--- config.mk ---
export PLATFORM = sky130hd
export DESIGN_NAME = pulse_gen_mc
export DESIGN_NICKNAME = d
export VERILOG_FILES = /design/src/rtl/pulse_gen_pkg.sv /design/src/rtl/pulse_gen_ch.sv /design/src/rtl/pulse_gen_mc.sv
export SDC_FILE = /design/constraint.sdc
export NUM_CORES = 1
export LEC_CHECK = 0
export CORE_MARGIN = 1.5
export CORE_UTILIZATION = 55
export DETAILED_ROUTE_END_ITERATION = 8
export PLACE_DENSITY = 0.8
export SLEW_MARGIN = 10
export SYNTH_ARGS = -nofsm -noshare
export SYNTH_HDL_FRONTEND = slang
export SYNTH_SLANG_ARGS = --single-unit
--- constraint.sdc ---
create_clock -name clk -period 6.9 [get_ports clk]
set_clock_uncertainty 0.2 [all_clocks]
set_input_delay 1.035 -clock clk [delete_from_list [all_inputs] [get_ports clk]]
set_output_delay 1.035 -clock clk [all_outputs]
set_load 0.005 [all_outputs]
--- src/rtl/pulse_gen_pkg.sv ---
// rtl/pulse_gen_pkg.sv - shared types, default widths and effective-timing helper for pulse_gen_mc
package pulse_gen_pkg;

    localparam int DEF_NUM_CH = 4;
    localparam int DEF_CNT_W  = 8;
    localparam int DEF_PER_W  = 8;
    localparam int TIM_W      = 32;

    typedef enum logic [1:0] {
        IDLE = 2'd0,
        HIGH = 2'd1,
        LOW  = 2'd2
    } state_t;

    typedef struct packed {
        logic [TIM_W-1:0] p;
        logic [TIM_W-1:0] w;
    } timing_t;

    // Period floors at 2 so there is always at least one high and one low cycle.
    function automatic timing_t eff_timing(input logic [TIM_W-1:0] period,
                                           input logic [TIM_W-1:0] width);
        timing_t t;
        t.p = (period < TIM_W'(2)) ? TIM_W'(2) : period;
        if (width == '0)
            t.w = TIM_W'(1);
        else if (width >= t.p)
            t.w = t.p - TIM_W'(1);
        else
            t.w = width;
        return t;
    endfunction

endpackage

--- src/rtl/pulse_gen_ch.sv ---
// rtl/pulse_gen_ch.sv - single pulse channel: IDLE/HIGH/LOW FSM with phase and burst counters
module pulse_gen_ch
    import pulse_gen_pkg::*;
#(
    parameter int CNT_W = DEF_CNT_W,
    parameter int PER_W = DEF_PER_W
) (
    input  logic             clk,
    input  logic             rst,
    input  logic             start,
    input  logic             stop,
    input  logic             cont,
    input  logic [CNT_W-1:0] num,
    input  logic [PER_W-1:0] period,
    input  logic [PER_W-1:0] width,
    output logic             pulse,
    output logic             busy,
    output logic             done
);

    state_t           state, state_nxt;
    logic [PER_W-1:0] phase, p_lat, w_lat;
    logic [CNT_W-1:0] rem;
    logic             cont_lat;
    logic             go, last;
    logic             pulse_d, busy_d, done_d;
    timing_t          eff;
    logic [PER_W-1:0] eff_p, eff_w;
    logic             unused_eff_hi;

    always_comb begin
        eff = eff_timing(TIM_W'(period), TIM_W'(width));
    end

    assign eff_p         = eff.p[PER_W-1:0];
    assign eff_w         = eff.w[PER_W-1:0];
    assign unused_eff_hi = ^{eff.p[TIM_W-1:PER_W], eff.w[TIM_W-1:PER_W]};
    assign go            = start && ((num != '0) || cont);
    assign last          = (phase == '0);

    always_ff @(posedge clk) begin
        if (rst) begin
            state    <= IDLE;
            phase    <= '0;
            p_lat    <= '0;
            w_lat    <= '0;
            rem      <= '0;
            cont_lat <= 1'b0;
            pulse    <= 1'b0;
            busy     <= 1'b0;
            done     <= 1'b0;
        end else begin
            state <= state_nxt;
            pulse <= pulse_d;
            busy  <= busy_d;
            done  <= done_d;
            unique case (state)
                IDLE: begin
                    if (go) begin
                        p_lat    <= eff_p;
                        w_lat    <= eff_w;
                        cont_lat <= cont;
                        rem      <= num;
                        phase    <= eff_w - PER_W'(1);
                    end
                end
                HIGH: phase <= last ? (p_lat - w_lat - PER_W'(1)) : (phase - PER_W'(1));
                LOW: begin
                    if (last) begin
                        phase <= w_lat - PER_W'(1);
                        if (!cont_lat)
                            rem <= rem - CNT_W'(1);
                    end else begin
                        phase <= phase - PER_W'(1);
                    end
                end
                default: phase <= '0;
            endcase
        end
    end

    // rem still counts the pulse just finished, so a value of 1 means this was the last.
    always_comb begin
        state_nxt = state;
        unique case (state)
            IDLE:    if (go) state_nxt = HIGH;
            HIGH:    if (last) state_nxt = LOW;
            LOW:     if (last) state_nxt = (cont_lat || (rem != CNT_W'(1))) ? HIGH : IDLE;
            default: state_nxt = IDLE;
        endcase
        if (stop)
            state_nxt = IDLE;
    end

    always_comb begin
        pulse_d = (state_nxt == HIGH);
        busy_d  = (state_nxt != IDLE);
        done_d  = (state == LOW) && (state_nxt == IDLE) && !stop;
    end

endmodule

--- src/rtl/pulse_gen_mc.sv ---
// rtl/pulse_gen_mc.sv - multi-channel pulse generator top; PULSE_GEN_MC_IRQ_EN adds sticky done interrupt
module pulse_gen_mc
    import pulse_gen_pkg::*;
#(
    parameter int NUM_CH = DEF_NUM_CH,
    parameter int CNT_W  = DEF_CNT_W,
    parameter int PER_W  = DEF_PER_W
) (
    input  logic                    clk,
    input  logic                    rst,
    input  logic [NUM_CH-1:0]       start,
    input  logic [NUM_CH-1:0]       stop,
    input  logic [NUM_CH-1:0]       cont,
    input  logic [NUM_CH*CNT_W-1:0] num,
    input  logic [NUM_CH*PER_W-1:0] period,
    input  logic [NUM_CH*PER_W-1:0] width,
`ifdef PULSE_GEN_MC_IRQ_EN
    input  logic [NUM_CH-1:0]       irq_clr,
    output logic                    irq,
    output logic [NUM_CH-1:0]       irq_stat,
`endif
    output logic [NUM_CH-1:0]       pulse,
    output logic [NUM_CH-1:0]       busy,
    output logic [NUM_CH-1:0]       done
);

    for (genvar i = 0; i < NUM_CH; i++) begin : g_ch
        pulse_gen_ch #(
            .CNT_W (CNT_W),
            .PER_W (PER_W)
        ) u_ch (
            .clk    (clk),
            .rst    (rst),
            .start  (start[i]),
            .stop   (stop[i]),
            .cont   (cont[i]),
            .num    (num[i*CNT_W +: CNT_W]),
            .period (period[i*PER_W +: PER_W]),
            .width  (width[i*PER_W +: PER_W]),
            .pulse  (pulse[i]),
            .busy   (busy[i]),
            .done   (done[i])
        );
    end

`ifdef PULSE_GEN_MC_IRQ_EN
    logic [NUM_CH-1:0] stat_nxt;

    // A done landing in the same cycle as its clear keeps the bit set.
    assign stat_nxt = (irq_stat & ~irq_clr) | done;

    always_ff @(posedge clk) begin
        if (rst) begin
            irq_stat <= '0;
            irq      <= 1'b0;
        end else begin
            irq_stat <= stat_nxt;
            irq      <= |stat_nxt;
        end
    end
`endif

endmodule

# [Yosys cells after proc, flatten, opt, wreduce, memory -nomap -nowiden]
# Index checks and enable logic that the tools add are counted.
[op_classes] n_addsub=28 n_lt_le_gt_ge=8 n_eq_ne=28 muxes=68 n_reduce_logical=60
[ops] cell="2-to-1 mux 8 bit" n=36
[ops] cell="subtractor 8 x 1 -> 8 bit (second input constant)" n=24
[ops] cell="greater-or-equal comparator 8 x 32 -> 1 bit" n=4
[ops] cell="case mux 8 bit (3 select lines)" n=4
[ops] cell="zero test 8 bit" n=8
[ops] cell="case mux 8 bit (2 select lines)" n=4
[ops] cell="less-than comparator 8 x 2 -> 1 bit (second input constant)" n=4
[ops] cell="2-to-1 mux 2 bit" n=16
[ops] cell="!= test 8 x 1 -> 1 bit (second input constant)" n=4
[ops] cell="nonzero test 8 bit" n=4
[ops] cell="subtractor 8 bit" n=4
[ops] cell="case mux 2 bit (3 select lines)" n=4
[ops] cell="== test 2 x 1 -> 1 bit (second input constant)" n=8
[ops] cell="zero test 2 bit" n=8
[ops] cell="!= test 2 x 1 -> 1 bit (second input constant)" n=8
[ops] cell="AND reduction 4 bit" n=4
[ops] cell="nonzero test 2 bit" n=8
[ops] cell="logical AND 1 bit" n=12
[ops] cell="== test 2 bit (second input constant)" n=4
[ops] cell="logical OR 1 bit" n=8
[ops] cell="!= test 2 bit (second input constant)" n=4
[ops] cell="AND reduction 2 bit" n=4
[ops] cell="zero test 1 bit" n=4
[ops] cell="2-to-1 mux 1 bit" n=4
[word_totals] regBits=152 input_bits=110 output_inout_bits=12

# [Depth between registers and ports, before layout]
# Gate-level depths: netlist of the first run.
[logic_depth] ltp_word=9 mapped_depth=17 mapped_depth_nobuf=16

# [By module]
# A second synthesis of the first run with hierarchy kept.
[unflattened] cells_unflattened=1605 hier_area_um2=12393.1
[by_module_without_submodules] module="pulse_gen_ch (g_ch[0].u_ch ...)" instances=3 cells_per_inst=400 area_per_inst_um2=3086.7 seq_area_each_um2=760.7
[by_module_without_submodules] module="pulse_gen_ch (g_ch[3].u_ch)" instances=1 cells_per_inst=405 area_per_inst_um2=3133.0 seq_area_each_um2=760.7

# [Worst setup path after synthesis of the first run]
# Ideal clock, no wire load.
[synth_path] kind="input to register" start="input port period[28]" end="register g_ch[3].u_ch.phase[6]" t_arrival_ps=4067 t_required_ps=6575 slack_ps=2508 path_stages=17 cell_sequence="or3_4 > o31ai_2 > inv_1 > ha_1 > nand2b_1 > a211o_1 > a21oi_1 > o21ai_1 > buf_2 > mux2i_1 > nor2_1 > ha_1 > nand2b_1 > mux2i_1 > nand4_1 > xnor2_1 > o22ai_1"
[synth_lines] item="start: declaration" line="pulse_gen_mc.sv:15" text="input logic [NUM_CH*PER_W-1:0] period,"
[synth_lines] item="end signal: assignment" line="pulse_gen_ch.sv:64" text="phase <= eff_w - PER_W'(1);"
[synth_lines] item="end signal: assignment" line="pulse_gen_ch.sv:67" text="HIGH: phase <= last ? (p_lat - w_lat - PER_W'(1)) : (phase - PER_W'(1));"
[synth_lines] item="end signal: assignment" line="pulse_gen_ch.sv:70" text="phase <= w_lat - PER_W'(1);"
[synth_lines] item="end: declaration" line="pulse_gen_ch.sv:22" text="logic [PER_W-1:0] phase, p_lat, w_lat;"

==> flow_summary.yaml, run 1 <==
timing:
  drv_slew: 0
  finalSetupViolCount: 0
  slew_headroom_pct: 18.2
  holdWs_ps: 258
  finalCritPeriodShare_pct: 76.6
  rsz0062_at_grt: "false"
  tightestPinTransition_ps: 1220
  final.setup.tns_ps: 0
  hold_viol_final: 0
  timing.fmax_ghz: 0.189
  period_minus_slack_ps: 5280
critical_path:
  arrival_ps: 5360
  cp_slowest_cell: "o21ai_1"
  critPathTopFamily: "compound AO/OA/AOI/OAI gates"
  worst-path-buf-inv: 2
  cpPeakStageDelay_ps: 820
  rrSetupSlack_ps: 3470
  crit_chain: "clkdlybuf4s50_1 > or3_4 > o31ai_1 > inv_1 > ha_1 > nand2b_1 > a211o_1 > a21oi_2 > o21ai_1 > mux2i_1 > nor2_1 > ha_1 > o211ai_1 > nor3b_2 > xnor2_1 > o221ai_1"
  worst_setup_path_start_kind: "primary input"
  crit_path_max_fanout: 11
  cp.required_ps: 6980
  cp-end-kind: "flip-flop"
  crit_top_cell: "ha_1"
  path_class: "primary input to flip-flop"
power_and_ir_drop:
  power_density_nw_per_um2: 214
  vdd_drop_max_mv: 0.108
  p_leak_nw: 5.43
min_path:
  hold_class: "flip-flop to flip-flop"
clock_network:
  h-tree-depth: 4
  clock-root-buffer: "clkbuf_16"
  cts_resized: 0
  clkTransAtPathRegs_ps: 60
  cts_hold_buffers: 0
  cts_setup_buffers: 0
  clockBufferDepth: 2
  cts_sinks: 152
  clk_latency_ps: 440
  cts_tree: "done"
  cts_buffers: 17
finish:
  diodes: 0
  drive_gt1_share_pct: 5.40
  fin_nets: 1891
  area_growth_pct: 15.2
floorplanning:
  rows: 54
  dieArea_um2: 22900
  die_width_um: 151
  die_y_um: 151
  start_util_pct: 55.7
  coreArea_um2: 21700
  ios: 122
synthesis:
  syn_area_per_cell_um2: 7.41
  synth_seq_cells: 152
  synth.area.top_cells: "dfxtp_1, ha_1, a21oi_1"
  synth_edf_count: 0
  yosysTopAreaCell: "dfxtp_1"
  async_flop_share_pct: 0
  yosysWarningCount: 0
  synth_ff_type: "dfxtp_1"
  yosys.area.top_type_share_pct: 25.2
  syn_nets: 1830
  yosysSeqAreaShare_pct: 25.2
  yosysUniqueCellTypes: 81
  synth_cells: 1629
  synth_area_um2: 12100
placed_design:
  gp_congestion: 0.937
  dpl.hpwl_um: 23600
  io_buffer_count: 121
global_routing:
  grt_pass1_vias: 11200
  grt_overflow: 0
  grt_use_total_pct: 27.6
  grt_pass1_wl_um: 51600
  grt_max_degree: 84
  antenna_found_initial: 0
detailed_routing:
  ant_nets: 0
  drc: 0
  avgViaCountPerCell: 6.03
  via_count: 12000
  firstDrtPassIters: 6
  routed_wl_um: 31300
  drt-initial-drc-count: 970
  wl_per_cell_um: 15.8
flow_run:
  cap_violations: 0
outcome:
  status: "complete, no violations"
## tightest hold or removal path: cells and delay by family, from the launching register on
kind,cells,cell delay (ps)
and+or+nand+nor,1,50
AOI/OAI and AO/OA,1,50
DFF,1,310
## sequential cells by signal, indices dropped and copies added (netlist names)
name	cells
g_ch.u_ch.w_lat	32
g_ch.u_ch.busy	4
g_ch.u_ch.cont_lat	4
g_ch.u_ch.p_lat	32
g_ch.u_ch.pulse	4
g_ch.u_ch.state	8
g_ch.u_ch.rem	32
g_ch.u_ch.done	4
g_ch.u_ch.phase	32
## cell usage after synthesis (11+ instances only)
library cell / n
inv_1: 98
a211oi_1: 61
a31oi_1: 20
a22oi_1: 20
o22ai_1: 20
dfxtp_1: 152
o31ai_1: 13
xnor2_1: 57
nor4_1: 20
mux2i_1: 30
nand2_1: 169
nor3_1: 51
nand3_1: 29
nor2_1: 174
a21o_1: 15
nor2b_1: 19
o211ai_1: 11
a21oi_1: 162
a221oi_1: 11
o21ai_0: 103
nand2b_1: 29
buf_4: 18
xor2_1: 18
ha_1: 87
or3_1: 24
clkbuf_1: 57
## report_power, final
group          switching, W  leakage, nW  internal, W
combinational      0.000548         3.88     0.000414
clock              0.000397        0.290     0.000580
sequential        0.0000794         1.25     0.000954
total               0.00102         5.43      0.00195
## area by class of cell
class / count / area [µm²]
multi-input cells: 1291 / 8270
fillers: 1918 / 7780
flip-flops and latches: 152 / 3040
repair buffers: 129 / 1270
clock buffers: 18 / 439
inverters: 99 / 372
well taps: 280 / 350
clock inverters: 14 / 170
## cell usage in the layout (no fill, tap or decap), types with 9 or more instances in the layout
cell and instances:
o31ai_1 13, a22oi_1 20, o211ai_1 11, nor2b_1 19, a21oi_1 162, inv_1 98
o22ai_1 20, nor4_1 20, a221oi_1 11, xnor2_1 57, a31oi_1 20, nor3_1 48
buf_4 9, mux2i_1 30, clkbuf_16 17, or3_1 24, nand3_1 29, nand2_1 169
o21ai_0 102, clkdlybuf4s50_1 120, ha_1 87, dfxtp_1 152, nor2_1 174, a211oi_1 61
a21o_1 15, or2_2 9, xor2_1 18, nand2b_1 29
## layer usage
metal,global-route usage (%),routed length (µm),vias to the layer above
met2,47.4,14800,406
li1,-,-,5984
met5,0,0,-
met3,3.86,1610,78
met1,34.9,14100,5482
met4,10.3,809,0
## stage by stage
step	cells	power (W)	setup slack (ps)	utilization, %	area (µm²)
floorplan	1629	0.00173	2510	-	12100
finish	1983	0.00297	1620	64.1	13900
global route	1983	0.00313	1330	64.1	13900
global placement	1951	0.00197	1490	61.3	13300
CTS	1983	0.00297	1680	64.1	13900
detailed placement	1951	0.00199	1230	61.3	13300
## worst paths after layout
path	cells past startpoint	endpoint	start
max	16	g_ch[1].u_ch.phase[6]	period[10]
min	2	g_ch[3].u_ch.p_lat[4]	g_ch[3].u_ch.p_lat[4]
max reg2reg	8	g_ch[2].u_ch.rem[0]	g_ch[2].u_ch.phase[0]
min reg2reg	2	g_ch[3].u_ch.p_lat[4]	g_ch[3].u_ch.p_lat[4]
## cells by family (layout without fill, tap and decap cells)
| family | count (synthesis) | in the layout | share of synthesized area, % |
|---|---|---|---|
| buf+inv | 186 | 260 | 6.50 |
| simple gates | 582 | 582 | 23.5 |
| compound gates | 506 | 506 | 26.5 |
| flops | 152 | 152 | 25.2 |
| fa+ha+maj | 91 | 91 | 9.68 |
| xor+xnor | 75 | 75 | 5.44 |
| mux | 37 | 37 | 3.21 |
(Power assumes the default switching activity.)
==> run 2, diff against run 1 <==
--- a/config.mk
+++ b/config.mk
@@ -6,9 +6,9 @@
 export NUM_CORES = 1
 export LEC_CHECK = 0
 export CORE_MARGIN = 1.5
-export CORE_UTILIZATION = 55
+export CORE_UTILIZATION = 53
 export DETAILED_ROUTE_END_ITERATION = 8
-export PLACE_DENSITY = 0.8
+export PLACE_DENSITY = 0.81
 export SLEW_MARGIN = 10
 export SYNTH_ARGS = -nofsm -noshare
 export SYNTH_HDL_FRONTEND = slang
==> constraint.sdc (replaced) <==
create_clock -name clk -period 4.4 [get_ports clk]
set_clock_uncertainty 0.2 [all_clocks]
set_input_delay 0.66 -clock clk [delete_from_list [all_inputs] [get_ports clk]]
set_output_delay 0.66 -clock clk [all_outputs]
set_load 0.005 [all_outputs]
==> flow_summary.yaml, run 2 (synthesis gave the netlist of run 1 again) <==
critical_path:
  cp.required_ps: 4500
  reg2reg_from: "g_ch[2].u_ch.phase[0]"
  arrival_ps: 4250
  ff2ff_path_depth: 9
  path_class: "primary input to flip-flop"
  rrSetupSlack_ps: 1310
  worst_setup_path_start_kind: "primary input"
  cp-end-kind: "flip-flop"
  crit_path_max_fanout: 5
  r2r_end: "g_ch[2].u_ch.rem[0]"
clock_network:
  clock-root-buffer: "clkbuf_16"
  clockBufferDepth: 2
  h-tree-depth: 4
  cts_tree: "done"
  clk_latency_ps: 430
  clkTransAtPathRegs_ps: 60
  cts_hold_buffers: 0
  cts_buffers: 17
  cts_sinks: 152
placed_design:
  gp_congestion: 0.917
  placed_area_um2: 13700
  io_buffer_count: 121
  dpl.hpwl_um: 24200
detailed_routing:
  ant_nets: 0
  drc: 0
  wl_per_cell_um: 15.8
  routed_wl_um: 32100
  drt-initial-drc-count: 907
  firstDrtPassIters: 7
  via_count: 12100
  avgViaCountPerCell: 5.97
timing:
  timing.fmax_ghz: 0.241
  holdWs_ps: 259
  finalSetupViolCount: 0
  slew_headroom_pct: 21.2
  period_minus_slack_ps: 4140
  tightestPinTransition_ps: 1180
  rsz0062_at_grt: "false"
  drv_slew: 0
  hold_viol_final: 0
  finalCritPeriodShare_pct: 94.2
  final.setup.tns_ps: 0
floorplanning:
  dieArea_um2: 23700
  coreArea_um2: 22500
  die_width_um: 154
  die_y_um: 154
  start_util_pct: 53.7
  rows: 55
  ios: 122
finish:
  drive_gt1_share_pct: 7.89
  multi_input_area_um2: 8270
  fin_nets: 1938
  seqCellArea_um2: 3040
  area_growth_pct: 18.1
  nFillCells: 2014
  diodes: 0
  final_cell_mix: "nor2_1, nand2_1, a21oi_1"
  final_area_um2: 14300
  layout_commonest_cell: "nor2_1"
global_routing:
  grt_overflow: 0
  antenna_found_initial: 0
  grt_use_total_pct: 27.1
  grt_pass1_vias: 11400
  grt_max_degree: 89
  grt_pass1_wl_um: 54000
power_and_ir_drop:
  vdd_drop_max_mv: 0.191
  p_total_w: 0.00465
  p_int_w: 0.00305
  p_seq_share_pct: 34.9
  p_comb_share_pct: 33.7
  power_density_nw_per_um2: 326
  clkPwrFrac_pct: 31.4
  p_leak_nw: 5.66
  p_switching_w: 0.00159
  switching_share_pct: 34.3
flow_run:
  cap_violations: 0
outcome:
  status: "complete, no violations"
min_path:
  worstHoldEndpoint: "g_ch[1].u_ch.p_lat[5]"
  whs_path_depth: 2
  hp-start: "g_ch[1].u_ch.p_lat[5]"
  hold_class: "flip-flop to flip-flop"
## run 2: cell types whose count changed in the layout (fill, tap and decap cells not counted), sizes merged
| cell | change |
|---|---|
| buf | +47 |
| bufinv | -1 |
| clkbuf | +2 |
| clkinv | +2 |
| clkinvlp | -2 |
| inv | -2 |
## run 2: repair_timing
item,4_1_cts,5_1_grt
setup buffers,0,0
setup endpoints to repair,0,1
resized for setup,0,2
## run 2: metal layers
| metal | track usage, % | routed length [µm] | vias to the layer above |
|---|---|---|---|
| li1 | - | - | 6085 |
| met1 | 35.0 | 14700 | 5603 |
| met2 | 46.8 | 15200 | 391 |
| met3 | 3.33 | 1560 | 66 |
| met4 | 9.15 | 699 | 0 |
| met5 | 0 | 0 | - |
## run 2: worst max-delay path by stage
stage                     slack (ps)  cells past startpoint  startpoint               endpoint
after global placement            30                     14  period[12]  g_ch[1].u_ch.phase[7]
after CTS                        260                     17  period[28]  g_ch[3].u_ch.phase[6]
after floorplan                  380                     17  period[28]  g_ch[3].u_ch.phase[6]
after detailed placement        -160                     17  period[28]  g_ch[3].u_ch.phase[6]
final                            260                     17  period[28]  g_ch[3].u_ch.phase[6]
after global routing              10                     17  period[28]  g_ch[3].u_ch.phase[6]
## run 2: worst max-delay path: stages
cell             delay, ps
clkdlybuf4s50_1        430
or3_4                  420
o31ai_2                270
inv_1                  100
ha_1                   270
nand2b_1               140
a211o_1                280
a21oi_1                250
o21ai_2                170
mux2i_1                160
nor2_1                 160
ha_1                   250
nand2b_1                80
mux2i_1                210
nand4_1                140
xnor2_1                170
o22ai_1                100
## run 2: through the flow
| stage | setup slack [ps] | cells | utilization (%) |
|---|---|---|---|
| finish | 256 | 2034 | 63.4 |
| floorplan | 383 | 1629 | - |
| detailed placement | -161 | 2003 | 60.8 |
| global route | 14.0 | 2034 | 63.4 |
| CTS | 264 | 2034 | 63.4 |
| global placement | 26.1 | 2003 | 60.8 |
## run 2: power by group through the flow
stage	combinational, W	sequential [W]	clock (W)
final	0.00157	0.00162	0.00146
after detailed placement	0.00153	0.00165	0
after global routing	0.00173	0.00164	0.00154
after global placement	0.00150	0.00164	0
after CTS	0.00154	0.00162	0.00148
after floorplan	0.00111	0.00161	0
## run 2: area by class of cell
class	instances	area share, %
Multi-Input combinational cell	1291	58.0
Inverter	99	2.60
Clock buffer	20	3.20
Timing Repair Buffer	176	11.5
Sequential cell	152	21.3
Tap cell	285	2.50
Clock inverter	11	0.851
==> RTL edit 1, RTL diff (flow settings as in run 2) <==
The 3 states of `state_t` get a one-hot encoding in 3 bits.
--- a/src/rtl/pulse_gen_pkg.sv
+++ b/src/rtl/pulse_gen_pkg.sv
@@ -7,8 +7,8 @@
     localparam int TIM_W      = 32;
 
-    typedef enum logic [1:0] {
-        IDLE = 2'd0,
-        HIGH = 2'd1,
-        LOW  = 2'd2
+    typedef enum logic [2:0] {
+        IDLE = 3'b001,
+        HIGH = 3'b010,
+        LOW  = 3'b100
     } state_t;
 
Formal check against the unedited RTL: no difference found for any inputs over 4 cycles, from zero or initial values and one cycle with rst high; so few cycles prove little.
==> RTL edit 1 against run 2 <==
First-iteration DRC count rose by 29%; design area increased by 0.77%; area after synthesis rose by 0.12%; wire length rose by 0.72%; worst setup slack worse by 2.1 ps; sequential cell count increased by 4; power fell by 0.96%; fmax hardly changed; critical path type unchanged; largest cell class unchanged; highest routed layer unchanged.
==> RTL edit 1: results (changes against run 2) <==
----------------------------------------------------
[Status]
  Status ... complete, no violations (unchanged)

[Final layout]
  Non-clock inverter count in the final layout ... 104 (was 99)
  Signal buf overhead ... 12.2% (was 11.5%)
  NumNets Final ... 1929 (was 1938)
  Layout cells sized above 1 ... 8.63% (was 7.89%)
  Clock-cell share ... 3.89% (was 4.05%)
  Number of multi-input logic gates ... 1256 (was 1291)
  Area of the multi-input gates ... 8200 sq um (was 8270 sq um)

[Critical path]
  CP top delay family ... simple AND/OR/NAND/NOR gates (was compound AO/OA/AOI/OAI gates)
  Startpoint of the most critical setup path ... period[13] (was period[28])
  Highest cell delay on the worst timing path ... 570 ps (was 430 ps)
  Endpoint of the most critical register-to-register path ... g_ch[1].u_ch.rem[0] (was g_ch[2].u_ch.rem[0])
  Critical R2R Launch ... g_ch[1].u_ch.phase[2] (was g_ch[2].u_ch.phase[0])

[Timing]
  Final hold slack ... 258 ps (was 259 ps)

[Yosys]
  Most numerous cell types in the synthesized netlist ... 175 x sky130_fd_sc_hd__nor2_1, 174 x sky130_fd_sc_hd__nand2_1, 156 x sky130_fd_sc_hd__dfxtp_1, 111 x sky130_fd_sc_hd__a21oi_1, 103 x sky130_fd_sc_hd__inv_1 (was 174 x sky130_fd_sc_hd__nor2_1, 169 x sky130_fd_sc_hd__nand2_1, 162 x sky130_fd_sc_hd__a21oi_1, 152 x sky130_fd_sc_hd__dfxtp_1, 103 x sky130_fd_sc_hd__o21ai_0)
  Share of synthesized area occupied by flip-flops and latches ... 25.8% (was 25.2%)
  Post-synthesis adder-cell area fraction ... 9.66% (was 9.68%)

[Placement]
  Detailed-placement wirelength estimate ... 24400 microns (was 24200 microns)
  Worst slack at placement ... -383 ps (was -161 ps)

[Power]
  Internal power ... 3.03 mW (was 3.05 mW)
  Relative contribution of the clock network to total power ... 31.0% (was 31.4%)
  P_leak ... 5.74 nW (was 5.66 nW)
  Worst-case vdd ir drop ... 219 uV (was 191 uV)

[Detailed routing]
  Detailed-routing iteration count for the pre-antenna-repair pass ... 5 (was 7)

[Global routing]
  Overall Global Routing Usage ... 26.8% (was 27.1%)

[Min path]
  Worst hold endpoint ... g_ch[3].u_ch.p_lat[4] (was g_ch[1].u_ch.p_lat[5])

----------------------------------------------------
RTL edit 1: changes by cell type after synthesis, moves of 10 or more:
cell / change
sky130_fd_sc_hd__a211oi_1: -20
sky130_fd_sc_hd__a21oi_1: -51
sky130_fd_sc_hd__a31oi_1: -10
sky130_fd_sc_hd__nand2b_1: -20
sky130_fd_sc_hd__nand3_1: +11
sky130_fd_sc_hd__nor3_1: +18
sky130_fd_sc_hd__o21ai_0: -14
sky130_fd_sc_hd__xnor2_1: +11
RTL edit 1: metrics by stage:
| step | instances | cell area (sq um) |
|---|---|---|
| 4_1_cts | 2024 | 14400 |
| 2_1_floorplan | 1596 | 12100 |
| 3_5_place_dp | 1994 | 13800 |
| 3_3_place_gp | 1994 | 13800 |
| 6_report | 2024 | 14400 |
| 5_1_grt | 2024 | 14400 |
RTL edit 1: layer usage:
metal	vias up	wire [microns]	global-route usage, %
li1	6033	-	-
met1	5702	14400	33.9
met2	398	15700	47.2
met3	75	1520	3.41
met4	0	724	8.97
met5	-	0	0
==> RTL edit 2, RTL diff (flow settings as in run 2) <==
Without the edit above. The option `PULSE_GEN_MC_IRQ_EN` is turned on by a define.
--- a/src/rtl/pulse_gen_mc.sv
+++ b/src/rtl/pulse_gen_mc.sv
@@ -1,3 +1,5 @@
 // rtl/pulse_gen_mc.sv - multi-channel pulse generator top; PULSE_GEN_MC_IRQ_EN adds sticky done interrupt
+`define PULSE_GEN_MC_IRQ_EN
+
 module pulse_gen_mc
     import pulse_gen_pkg::*;
Interface: changed (added irq, irq_clr and irq_stat); port bits go from 122 to 131. No check against the original RTL was run, so the function may have changed too.
==> RTL edit 2 against run 2 <==
Design area grew 2.7%; sequential cell count grew 5; die area grew 0.79%; highest routed layer unchanged; largest cell class unchanged; area after synthesis grew 0.81%; power grew 5.7%; clock power grew 12%; register-to-register slack lost 250 ps; first-iteration DRC count grew 9.5%; wire length grew 5.5%; worst setup slack gained 0.99 ps.
==> RTL edit 2: results (changes against run 2) <==
----------------------------------------------------
[Final layout]
  NumNets Final ... 1990 (was 1938)
  Clock-cell share ... 4.42% (was 4.05%)
  Proportion of cell area occupied by multi-input gates ... 56.0% (was 58.0%)
  Layout filler cell count ... 1963 (was 2014)
  Non-clock inverter count in the final layout ... 111 (was 99)
  Number of clock buffer instances in the layout ... 19 (was 20)
  Signal buf overhead ... 12.8% (was 11.5%)

[Placement]
  Detailed-placement wirelength estimate ... 26200 microns (was 24200 microns)
  I/O Buffers ... 130 (was 121)

[Global routing]
  Met2 Use GR ... 48.1% (was 46.8%)
  Met3 Use GR ... 4.62% (was 3.33%)
  Vias in the first global route ... 12000 (was 11400)
  Pin count of the biggest net entering global routing ... 75 (was 89)

[Critical path]
  Slowest cell on the critical path ... sky130_fd_sc_hd__or4_4 (was sky130_fd_sc_hd__clkdlybuf4s50_1)
  Cells on worst reg2reg path ... 6 (was 9)
  CP top delay family ... simple AND/OR/NAND/NOR gates (was compound AO/OA/AOI/OAI gates)
  Worst Path Max Fanout ... 10 (was 5)
  Startpoint of the most critical setup path ... period[22] (was period[28])
  Highest cell delay on the worst timing path ... 540 ps (was 430 ps)
  R2R Setup Slk ... 1060 ps (was 1310 ps)

[Yosys]
  Share of synthesized area occupied by flip-flops and latches ... 25.8% (was 25.2%)
  Synthesis-stage register bit count ... 157 (was 152)

[Detailed routing]
  Violation count after the first detailed-route iteration ... 993 (was 907)
  Avg WL per Cell ... 16.3 microns (was 15.8 microns)
  Met3 wire length ... 2350 microns (was 1560 microns)
  Total routed wirelength ... 33900 microns (was 32100 microns)
  Detailed-routing iteration count for the pre-antenna-repair pass ... 5 (was 7)
  Vias per Instance ... 6.00 (was 5.97)

[Power]
  Total clock network power ... 1.64 mW (was 1.46 mW)
  P_leak ... 5.86 nW (was 5.66 nW)

[Status]
  Status ... complete, no violations (unchanged)

[Min path]
  Min-Delay Startpoint ... g_ch[0].u_ch.p_lat[5] (was g_ch[1].u_ch.p_lat[5])

[Timing]
  Relative max-transition margin ... 34.5% (was 21.2%)
  Final hold slack ... 262 ps (was 259 ps)

----------------------------------------------------
==> RTL edit 2: cell types whose count changed after synthesis, sizes merged, moves of 9 or more <==
| cell | before | now |
|---|---|---|
| a21oi | 166 | 150 |
| inv | 99 | 110 |
| mux2i | 32 | 18 |
| nand2 | 169 | 197 |
| nand2b | 29 | 15 |
| nor2 | 175 | 156 |
| nor2b | 19 | 10 |
| xor2 | 18 | 29 |
==> RTL edit 2: per-stage QoR <==
stage                     area (sq um)  TNS [ps]
after floorplan                  12200         0
after detailed placement         14000     -1740
final                            14700         0
after global routing             14700     -25.8
after CTS                        14700         0
after global placement           14000      -431
==> RTL edit 2: logic make-up (layout without fill, tap and decap cells) <==
family	Yosys count	after routing	synth area share (%)
AOI/OAI and AO/OA	495	495	26.1
buffers and inverters	201	349	6.83
and+or+nand+nor	594	594	23.3
muxes	24	24	2.07
xor gates and xnor gates	85	85	6.11
adders and majority gates	93	93	9.78
DFF	157	157	25.8
